## config.mk

```make
export PLATFORM = sky130hd
export DESIGN_NAME = accel_predecode_queue
export DESIGN_NICKNAME = d
export VERILOG_FILES = /design/src/rtl/rvv_pkg.sv /design/src/rtl/accel_slot_decoder.sv /design/src/rtl/accel_predecode_queue.sv
export SDC_FILE = /design/constraint.sdc
export NUM_CORES = 1
export LEC_CHECK = 0
export ABC_AREA = 1
export CAP_MARGIN = 20
export CORE_MARGIN = 2
export CORE_UTILIZATION = 46
export DETAILED_ROUTE_END_ITERATION = 8
export PLACE_DENSITY = 0.69
export SKIP_CTS_REPAIR_TIMING = 1
export SLEW_MARGIN = 30
export SYNTH_ARGS = -nofsm -noshare
export SYNTH_HDL_FRONTEND = slang
export SYNTH_SLANG_ARGS = --single-unit
```

## constraint.sdc

```tcl
create_clock -name clk_i -period 5.6 [get_ports clk_i]
set_input_delay 1.4 -clock clk_i [delete_from_list [all_inputs] [get_ports clk_i]]
set_output_delay 1.4 -clock clk_i [all_outputs]
set_load 0.01 [all_outputs]
```

## src/rtl/rvv_pkg.sv

```systemverilog
`default_nettype none
// ============================================================================
//  Module      : rvv_pkg
//  Description : Shared types, opcode constants and decode helpers for the
//                vector-accelerator predecode queue.
//  Revision    : 1.0 - initial release
// ============================================================================
package rvv_pkg;

    // Operand / class information forwarded with every dispatched vector op
    typedef struct packed {
        logic rs1;
        logic rs2;
        logic rd;
        logic fs1;
        logic fs2;
        logic fd;
        logic vfp;
        logic load;
        logic store;
        logic amo;
    } accel_info_t;

    // Major opcodes
    localparam logic [6:0] c_OPC_VECTOR   = 7'b1010111;
    localparam logic [6:0] c_OPC_LOAD_FP  = 7'b0000111;
    localparam logic [6:0] c_OPC_STORE_FP = 7'b0100111;
    localparam logic [6:0] c_OPC_AMO      = 7'b0101111;
    localparam logic [6:0] c_OPC_SYSTEM   = 7'b1110011;

    // OP-V func3 categories
    localparam logic [2:0] c_OPIVV = 3'b000;
    localparam logic [2:0] c_OPFVV = 3'b001;
    localparam logic [2:0] c_OPMVV = 3'b010;
    localparam logic [2:0] c_OPIVI = 3'b011;
    localparam logic [2:0] c_OPIVX = 3'b100;
    localparam logic [2:0] c_OPFVF = 3'b101;
    localparam logic [2:0] c_OPMVX = 3'b110;
    localparam logic [2:0] c_OPCFG = 3'b111;

    // func6 of the scalar-move unary group (vmv.x.s / vfmv.f.s)
    localparam logic [5:0] c_FUNC6_UNARY0 = 6'b010000;
    // func7 of vsetvl (register-sourced vtype)
    localparam logic [6:0] c_FUNC7_VSETVL = 7'b1000000;
    // Strided addressing mode, which reads a second scalar register
    localparam logic [1:0] c_MOP_STRIDED  = 2'b10;

    // Vector CSR address map
    function automatic logic is_vector_csr(input logic [11:0] csr);
        case (csr)
            12'h008, 12'h009, 12'h00A, 12'h00F,
            12'hC20, 12'hC21, 12'hC22: is_vector_csr = 1'b1;
            default:                   is_vector_csr = 1'b0;
        endcase
    endfunction

    // {mew,width} codes that belong to vector loads/stores rather than scalar FP
    function automatic logic is_vector_mem_width(input logic [3:0] mew_width);
        case (mew_width)
            4'b0000, 4'b0101, 4'b0110, 4'b0111,
            4'b1000, 4'b1101, 4'b1110, 4'b1111: is_vector_mem_width = 1'b1;
            default:                            is_vector_mem_width = 1'b0;
        endcase
    endfunction

    // Anything that touches memory counts against the in-flight budget
    function automatic logic is_mem_op(input accel_info_t info);
        is_mem_op = info.load | info.store | info.amo;
    endfunction

endpackage
`default_nettype wire

```

## src/rtl/accel_slot_decoder.sv

```systemverilog
`default_nettype none
// ============================================================================
//  Module      : accel_slot_decoder
//  Description : Purely combinational classifier for one instruction slot:
//                flags vector-unit instructions and the scalar operands /
//                memory class they carry.
//  Revision    : 1.0 - initial release
// ============================================================================
module accel_slot_decoder
    import rvv_pkg::*;
(
    input  logic [31:0] i_instr,
    output logic        o_is_accel,
    output accel_info_t o_info
);

    logic [6:0]  w_opcode;
    logic [2:0]  w_func3;
    logic [5:0]  w_func6;
    logic [6:0]  w_func7;
    logic [1:0]  w_func2;
    logic        w_mew;
    logic [1:0]  w_mop;
    logic [11:0] w_csr;
    logic        w_unused_bits;

    assign w_opcode = i_instr[6:0];
    assign w_func3  = i_instr[14:12];
    assign w_func6  = i_instr[31:26];
    assign w_func7  = i_instr[31:25];
    assign w_func2  = i_instr[31:30];
    assign w_mew    = i_instr[28];
    assign w_mop    = i_instr[27:26];
    assign w_csr    = i_instr[31:20];

    // Register specifier fields carry no classification information
    assign w_unused_bits = ^{i_instr[19:15], i_instr[11:7]};

    // Classify the slot and collect its operand requirements
    always_comb begin
        o_is_accel = 1'b0;
        o_info     = '0;
        case (w_opcode)
            c_OPC_VECTOR: begin
                o_is_accel = 1'b1;
                case (w_func3)
                    c_OPFVV: begin
                        o_info.vfp = 1'b1;
                        o_info.fd  = (w_func6 == c_FUNC6_UNARY0);
                    end
                    c_OPMVV: o_info.rd = (w_func6 == c_FUNC6_UNARY0);
                    c_OPIVX,
                    c_OPMVX: o_info.rs1 = 1'b1;
                    c_OPFVF: begin
                        o_info.fs1 = 1'b1;
                        o_info.vfp = 1'b1;
                    end
                    c_OPCFG: begin
                        o_info.rd  = 1'b1;
                        // vsetivli encodes the AVL as an immediate
                        o_info.rs1 = (w_func2 != 2'b11);
                        o_info.rs2 = (w_func7 == c_FUNC7_VSETVL);
                    end
                    default: ;
                endcase
            end
            c_OPC_LOAD_FP,
            c_OPC_STORE_FP: begin
                if (is_vector_mem_width({w_mew, w_func3})) begin
                    o_is_accel   = 1'b1;
                    o_info.rs1   = 1'b1;
                    o_info.rs2   = (w_mop == c_MOP_STRIDED);
                    o_info.load  = (w_opcode == c_OPC_LOAD_FP);
                    o_info.store = (w_opcode == c_OPC_STORE_FP);
                end
            end
            c_OPC_AMO: begin
                case (w_func3)
                    3'b000, 3'b101, 3'b110, 3'b111: begin
                        o_is_accel = 1'b1;
                        o_info.rs1 = 1'b1;
                        o_info.amo = 1'b1;
                    end
                    default: ;
                endcase
            end
            c_OPC_SYSTEM: begin
                // func3 000 is ECALL/EBREAK/xRET, 100 is reserved: not CSR ops
                if ((w_func3 != 3'b000) && (w_func3 != 3'b100) && is_vector_csr(w_csr)) begin
                    o_is_accel = 1'b1;
                    o_info.rs1 = 1'b1;
                    o_info.rs2 = 1'b1;
                    o_info.rd  = 1'b1;
                end
            end
            default: ;
        endcase
    end

endmodule
`default_nettype wire

```

## src/rtl/accel_predecode_queue.sv

```systemverilog
`default_nettype none
// ============================================================================
//  Module      : accel_predecode_queue
//  Description : Decodes NrPorts instruction slots per cycle, queues vector
//                instructions in a flop-based circular buffer and dispatches
//                them one at a time, throttling memory ops against an
//                in-flight limit.
//  Revision    : 1.0 - initial release
// ============================================================================
module accel_predecode_queue
    import rvv_pkg::*;
#(
    parameter int unsigned NrPorts   = 2,
    parameter int unsigned Depth     = 4,
    parameter int unsigned MaxMemOut = 7
) (
    input  logic                               clk_i,
    input  logic                               rst_i,
    input  logic [NrPorts-1:0][31:0]           instr_i,
    input  logic [NrPorts-1:0]                 instr_valid_i,
    output logic                               instr_ready_o,
    output logic [NrPorts-1:0]                 is_accel_o,
    input  logic                               flush_i,
    output logic                               acc_valid_o,
    input  logic                               acc_ready_i,
    output logic [31:0]                        acc_instr_o,
    output accel_info_t                        acc_info_o,
    input  logic                               mem_done_i,
    output logic [$clog2(MaxMemOut+1)-1:0]     mem_out_o,
    output logic                               queue_empty_o
);

    localparam int unsigned c_IDX_W = $clog2(Depth);
    localparam int unsigned c_CNT_W = c_IDX_W + 1;
    localparam int unsigned c_MEM_W = $clog2(MaxMemOut + 1);

    localparam logic [c_CNT_W-1:0] c_DEPTH    = c_CNT_W'(Depth);
    localparam logic [c_CNT_W-1:0] c_NR_PORTS = c_CNT_W'(NrPorts);
    localparam logic [c_CNT_W-1:0] c_CNT_ONE  = c_CNT_W'(1);
    localparam logic [c_MEM_W-1:0] c_MAX_MEM  = c_MEM_W'(MaxMemOut);
    localparam logic [c_MEM_W-1:0] c_MEM_ONE  = c_MEM_W'(1);

    // Pointers carry one extra wrap bit so full and empty are distinguishable
    logic [c_CNT_W-1:0] r_wr_ptr;
    logic [c_CNT_W-1:0] r_rd_ptr;
    logic [c_MEM_W-1:0] r_mem_out;

    logic [31:0]        r_instr_q [Depth];
    accel_info_t        r_info_q  [Depth];

    logic [NrPorts-1:0] w_is_accel;
    accel_info_t        w_slot_info [NrPorts];
    logic [NrPorts-1:0] w_push;
    logic [c_CNT_W-1:0] w_push_ofs  [NrPorts];
    logic [c_IDX_W-1:0] w_wr_addr   [NrPorts];
    logic [c_CNT_W-1:0] w_push_cnt;

    logic [c_CNT_W-1:0] w_used;
    logic [c_CNT_W-1:0] w_free;
    logic [c_IDX_W-1:0] w_head_idx;
    logic               w_empty;
    logic               w_head_mem;
    logic               w_accept;
    logic               w_pop;
    logic               w_mem_inc;
    logic               w_mem_dec;

    generate
        for (genvar gi = 0; gi < NrPorts; gi++) begin : g_slot
            accel_slot_decoder u_dec (
                .i_instr    (instr_i[gi]),
                .o_is_accel (w_is_accel[gi]),
                .o_info     (w_slot_info[gi])
            );
        end
    endgenerate

    assign is_accel_o = w_is_accel;

    // Occupancy is taken before any pop this cycle, so a pop never frees
    // room for a same-cycle enqueue
    assign w_used        = r_wr_ptr - r_rd_ptr;
    assign w_free        = c_DEPTH - w_used;
    assign w_empty       = (r_wr_ptr == r_rd_ptr);
    assign instr_ready_o = (w_free >= c_NR_PORTS);
    assign queue_empty_o = w_empty;

    // Head is read straight from the storage flops; a freshly written entry
    // therefore becomes visible one cycle after its enqueue
    assign w_head_idx  = r_rd_ptr[c_IDX_W-1:0];
    assign acc_instr_o = r_instr_q[w_head_idx];
    assign acc_info_o  = r_info_q[w_head_idx];
    assign w_head_mem  = is_mem_op(r_info_q[w_head_idx]);
    assign acc_valid_o = !w_empty && !(w_head_mem && (r_mem_out == c_MAX_MEM));
    assign mem_out_o   = r_mem_out;

    // A flush swallows both the incoming slots and any handshake this cycle
    assign w_accept  = instr_ready_o && !flush_i;
    assign w_pop     = acc_valid_o && acc_ready_i && !flush_i;
    assign w_mem_inc = w_pop && w_head_mem;
    assign w_mem_dec = mem_done_i && (r_mem_out != '0);

    // Pack the accepted vector slots densely in program order
    always_comb begin
        w_push_cnt = '0;
        for (int i = 0; i < NrPorts; i++) begin
            w_push[i]     = w_accept && instr_valid_i[i] && w_is_accel[i];
            w_push_ofs[i] = w_push_cnt;
            w_wr_addr[i]  = c_IDX_W'(r_wr_ptr + w_push_cnt);
            if (w_push[i]) begin
                w_push_cnt = w_push_cnt + c_CNT_ONE;
            end
        end
    end

    // Write the packed slots into the flop storage
    always_ff @(posedge clk_i) begin
        for (int i = 0; i < NrPorts; i++) begin
            if (w_push[i]) begin
                r_instr_q[w_wr_addr[i]] <= instr_i[i];
                r_info_q[w_wr_addr[i]]  <= w_slot_info[i];
            end
        end
    end

    // Advance the pointers and track outstanding memory operations
    always_ff @(posedge clk_i) begin
        if (rst_i) begin
            r_wr_ptr  <= '0;
            r_rd_ptr  <= '0;
            r_mem_out <= '0;
        end else begin
            if (flush_i) begin
                r_rd_ptr <= r_wr_ptr;
            end else begin
                r_wr_ptr <= r_wr_ptr + w_push_cnt;
                if (w_pop) begin
                    r_rd_ptr <= r_rd_ptr + c_CNT_ONE;
                end
            end
            if (w_mem_inc && !w_mem_dec) begin
                r_mem_out <= r_mem_out + c_MEM_ONE;
            end else if (w_mem_dec && !w_mem_inc) begin
                r_mem_out <= r_mem_out - c_MEM_ONE;
            end
        end
    end

endmodule
`default_nettype wire
```

-- Word level (Yosys, flattened, before mapping)
Memories as Yosys holds them, arrays and structs flattened. A register that Yosys moved wholly into a read port is not among the register bits.
Index checks and enable logic that the tools add are counted.
- register bits after elaboration: 9
- bits in writable memories: 164
- ROM bits: 32
- bits of input ports: 71
- output and inout bits: 50
- logic and storage cells: 165
- memories kept: 4
- memory list (name ; words ; bits a word ; rd ports ; clocked after memory_dff ; wr ports ; line ; source):
    r_instr_q ; 4 ; 32 ; 1 ; 1 ; 2 ; accel_predecode_queue.sv:48 ; logic [31:0] r_instr_q [Depth];
    r_info_q ; 4 ; 9 ; 1 ; 1 ; 2 ; accel_predecode_queue.sv:49 ; accel_info_t r_info_q [Depth];
    (no name shown) ; 16 ; 1 ; 1 ; 0 ; 0 ; rvv_pkg.sv:59 ; case (mew_width)
    (no name shown) ; 16 ; 1 ; 1 ; 0 ; 0 ; rvv_pkg.sv:59 ;
- add/sub/neg operators: 8
- $lt $le $gt $ge: 1
- equal/unequal tests: 48
- muxes and demuxes: 60
- bitwise operators: 2
- reduce and logical (&&, ||, !) cells: 39
- operator list (operator ; count):
    $eq 12x4->1 const B ; 8
    $eq 12x12->1 const B ; 6
    $eq 7x7->1 const B ; 6
    $mux 1 ; 29
    $eq 7x6->1 const B ; 4
    $eq 3x3->1 const B ; 9
    $mux 2 ; 12
    $mux 3 ; 7
    $logic_and 1x1->1 ; 17
    $pmux 1 s4 ; 4
    $eq 7x3->1 const B ; 2
    $reduce_or 7->1 ; 2
    $eq 6x5->1 const B ; 2
    $pmux 1 s2 ; 6
    $reduce_or 2->1 ; 6
    $add 3x1->3 const B ; 3
    $reduce_bool 3->1 ; 3
    $reduce_or 4->1 ; 2
    $eq 3x1->1 const B ; 2
    $eq 3x2->1 const B ; 2
    $logic_not 3->1 ; 2
    $ne 3x3->1 const B ; 2
    $pmux 1 s3 ; 2
    $logic_not 1->1 ; 5
    other kinds (11) ; 15

-- Depth between registers and ports, before layout
- depth after elaboration: 12
- depth in mapped cells: 20
- mapped depth without buffers: 19

-- Cells and area by module
Synthesis repeated with hierarchy kept, for this count alone.
- cell total of the unflattened synthesis: 1117
- area, all modules: 9890.7 µm²
- modules (own cells, without submodules) (module ; instances ; cells each ; area each (µm²) ; seq. area each (µm²)):
    accel_predecode_queue ; 1 ; 933 ; 9009.9 ; 5265.0
    accel_slot_decoder ; 2 ; 92 ; 440.4 ; 0.0

-- Worst setup path after synthesis
Ideal clock, no wire load.
- path kind: input to register
- start point: input port instr_i[13] (netlist name)
- end point: memory r_info_q[2][0] (netlist name) (enable)
- setup time: 0.399 ns
- data arrival time: 4.534 ns
- data required time: 5.201 ns
- path slack: 0.667 ns
- stages on the path: 17
- buffers on the path: 2
- cells stage by stage: clkbuf_1 nor2_1 ha_1 nor3_1 nand3_1 nor2_1 nand4_1 nand3_1 nand2_1 inv_1 ha_1 xor2_1 inv_1 nor2_1 nand3_1 buf_2 nand2_1
- RTL lines (what ; line ; source):
    from (decl) ; accel_predecode_queue.sv:19 ; input logic [NrPorts-1:0][31:0] instr_i,
    to (decl) ; accel_predecode_queue.sv:49 ;

-- Worst setup path after layout
- start point: input port instr_i[14] (netlist name)
- end point: output port is_accel_o[0]
- cells in the longest elaborated chain, start to end: 5
- elaborated cells between the ends (all ways): 15
- classes of those cells: eq/ne: 4; mux: 5; reduce/logical: 5; memory: 1
- RTL lines (what ; line ; source):
    parallel branches: the longest is 4 deep, another holds $mem_v2 16x1 ; -- ;
    $pmux 1 s4 (*) ; accel_slot_decoder.sv:43 ; case (w_opcode)
    to (decl) ; accel_predecode_queue.sv:22 ; output logic [NrPorts-1:0] is_accel_o,
Mark *: on every way between the ends. The select of a mux whose other input is x is not followed.

==> metrics.txt <==
outcome completed; H-tree depth reported by CTS 4; leakage power total about 0.005 uW; Worst Path Arrival around 3.9 ns; Final Power around 3100 uW; 1st-pass router iterations 6; average vias per placed instance roughly 6; RSZ-0062 raised after global routing no; number of instances in the synthesized netlist between 1k and 1.5k; Crit. End Element output pin; non-filler cells, final between 1.5k and 2k; Compound-Gate Fraction of Synth Area under 10%; fraction of the mapped netlist area in simple logic gates 32.0%; fraction of final layout cells with drive strength greater than 1 under 10%; # clock sinks approximately 180; detailed placement HPWL ~19000 um; buffer and inverter count on the worst path 3; XOR/XNOR Fraction of Synth Area less than 1%; number of max-cap violations 0; CTS root buf clkbuf_16; async set or reset register ratio after synthesis 0%; Period Utilization, post-route 93.9%; final setup TNS 0 ns; Final Slew Violations 0; fraction of synthesized area in multiplexers 0%; class of the tightest hold or removal check reg2reg; aggregate routed wire length roughly 32000 um; crit path cell chain clkdlybuf4s50_1, inv_1, ha_1, nor3_1, nand3_1, nor2_1, nand4_1, nand3_1, clkdlybuf4s50_1; post-synth net total about 1.3k; number of inserted filler cells in the final layout 1962; main combinational cell family by area after synthesis simple AND/OR/NAND/NOR gates; Post-synth EDFFs 164; achievable clock frequency 190 MHz; clock tree from TritonCTS built; netlist area before placement slightly above 0.01 mm^2; initial antenna violation count 1; Primary FF master, synth edfxtp_1; category of the critical setup timing path in2out; Max-Slew Margin vs Limit between 30% and 40%; CP max-delay cell clkdlybuf4s50_1; peak ir drop on the vdd network approximately 0.22 mV; family with the most delay on the worst path buffers and inverters; routability congestion estimate between 0.9 and 1; via count of the first global-routing pass around 9.0k; worst skew pair latency 0.44 ns; Total GRT Usage 26.8%; worst-path fanout max 8; post-detailed-route count of antenna-violating nets 0; Setup Skew about 0.0065 ns; total CTS buffers 17; number of distinct library cells after synthesis 40; CTS max path bufs 2; synthesized flop and latch total 175; average instance area after synthesis 8.39 um^2; final count of negative-setup-slack endpoints 0; Die Wd ~150 um; clock slew at reported path FFs roughly 0.06 ns; number of DRC violations after detailed routing 0; CP peak stage delay 0.65 ns; count of buffers inserted at the top-level ports roughly 120; overall die area between 0.02 and 0.025 mm^2; Adder-Cell Fraction of Synth Area under 10%; Chip Height 153 um; power density of the placed cells 257 mW/mm^2; total vias in the final route ~9.4k; floorplan core area around 0.022 mm^2; first-pass GRT wire length between 40000 and 50000 um; flop2flop setup slack about 1.8 ns; placement row count 54; worst slew pin tran between 0.9 and 1 ns; post-synthesis to final-layout area growth 19.3%; Setup crit start kind input port; number of hold violations in the final report 0; starting utilization of the core area a little under half; grt ovf 0; Total Nets Final ~1.4k; sequential fraction of the synthesis area between 50% and 60%; Yosys warning total 0; total I/O pin count 121; largest net degree at the start of global routing 96; cell count after placement 1540; per-cell routed wire length 20.2 um; required time reported for the critical path endpoint approximately 4.2 ns; crit path time final between 5 and 6 ns; Detailed Route Iter0 Violations approximately 1.1k
==> worst paths after layout <==
path,from,to,depth (start not counted)
setup / recovery,instr_i[14],is_accel_o[0],9
hold reg to reg,r_rd_ptr[2],r_rd_ptr[2],2
setup reg to reg,r_wr_ptr[1],r_instr_q[2][11],18
hold / removal,r_rd_ptr[2],r_rd_ptr[2],2
==> per-layer routing <==
metal / GRT usage [%] / routed length, um / vias up / part of all wire, %
li1: - / - / 4367 / -
met1: 36.1 / 12800 / 4453 / 40
met2: 44.0 / 15500 / 537 / 49
met3: 4.49 / 2910 / 59 / 9.2
met4: 9.39 / 606 / 0 / 1.9
met5: 0 / 0 / - / 0
==> report_power, final <==
part | switching, uW | leakage [uW] | internal (uW)
sequential | 15.3 | 0.00157 | 1440
combinational | 239 | 0.00307 | 173
clock | 506 | 0.000285 | 738
total | 760 | 0.00493 | 2350
==> cells by family (layout without fill, tap and decap cells) <==
family	Yosys count	count (layout)
compound gates	139	139
other cells	1	2
fa+ha+maj	14	14
xor+xnor	6	6
simple gates	714	714
buf+inv	162	241
flops	175	175
==> cell usage after synthesis, types with 2 or more instances <==
library cell	n	area share (%)
o22ai_1	38	2.3
nor2_1	108	4.0
dfxtp_1	11	2.2
nand3_4	3	0.52
edfxtp_1	164	48
buf_6	6	0.67
inv_1	53	2.0
fa_1	2	0.39
o31ai_1	3	0.22
o21bai_1	2	0.15
nand2_1	385	14
clkbuf_1	38	1.4
xor2_1	3	0.26
nand3_2	4	0.39
nor3b_1	2	0.15
a21oi_1	11	0.54
buf_4	7	0.52
o21ai_0	80	3.9
nor3_1	12	0.59
nand4_1	157	9.7
nand3_1	32	1.6
ha_1	12	1.5
buf_2	49	2.4
xnor2_1	3	0.26
nand3b_1	2	0.15
inv_2	5	0.18
clkinv_1	4	0.15
nor3_2	2	0.20
nor2_4	2	0.22
==> cells in the final DEF, fill, tap and decap left out, types with 3 or more instances in the layout <==
cell type,Yosys,layout
nor2_1,108,104
edfxtp_1,164,164
nand3_2,4,5
xor2_1,3,3
dfxtp_1,11,10
nand3_4,3,3
bufinv_16,0,4
nand3_1,32,31
clkinv_1,4,6
nor2_4,2,6
buf_4,7,26
o21ai_0,80,80
inv_1,53,53
o31ai_1,3,3
nand2_1,385,381
nor3_1,12,12
ha_1,12,12
nand4_1,157,157
o22ai_1,38,38
clkdlybuf4s50_1,0,119
xnor2_1,3,3
nand2_2,1,5
clkbuf_16,0,17
buf_12,0,4
inv_2,5,6
a21oi_1,11,11
==> per-stage QoR <==
stage          utilization, %  worst slack (ns)  hold slack, ns  area (um^2)
2_1_floorplan               -             0.667           0.498        10200
3_3_place_gp             52.9             0.460           0.518        11500
3_5_place_dp             52.9             0.411           0.526        11500
4_1_cts                  55.7             0.371           0.535        12100
5_1_grt                  55.7             0.175           0.549        12100
6_report                 55.7             0.339           0.529        12100
==> final cells by class <==
type | instances | area [um^2] | area share (%)
sequential | 175 | 5150 | 42.5
multi-input combinational | 874 | 4320 | 35.6
timing repair buffer | 149 | 1470 | 12.1
clock buffer | 18 | 429 | 3.54
tap | 280 | 350 | 2.89
inverter | 62 | 233 | 1.92
clock inverter | 12 | 169 | 1.39
antenna | 1 | 2.50 | 0.0207
==> tightest hold or removal path, delay by kind of cell, from the launching register on <==
family          cells  cell delay [ns]
flops               1             0.34
compound gates      1             0.06
simple gates        1             0.08
==> registers in the layout (all words and copies together), names as in the netlist, named ones only <==
register / cells
r_wr_ptr: 3
r_rd_ptr: 3
mem_out_o: 3
r_info_q: 36
r_instr_q: 128
Power figures use the tool's default switching activity.
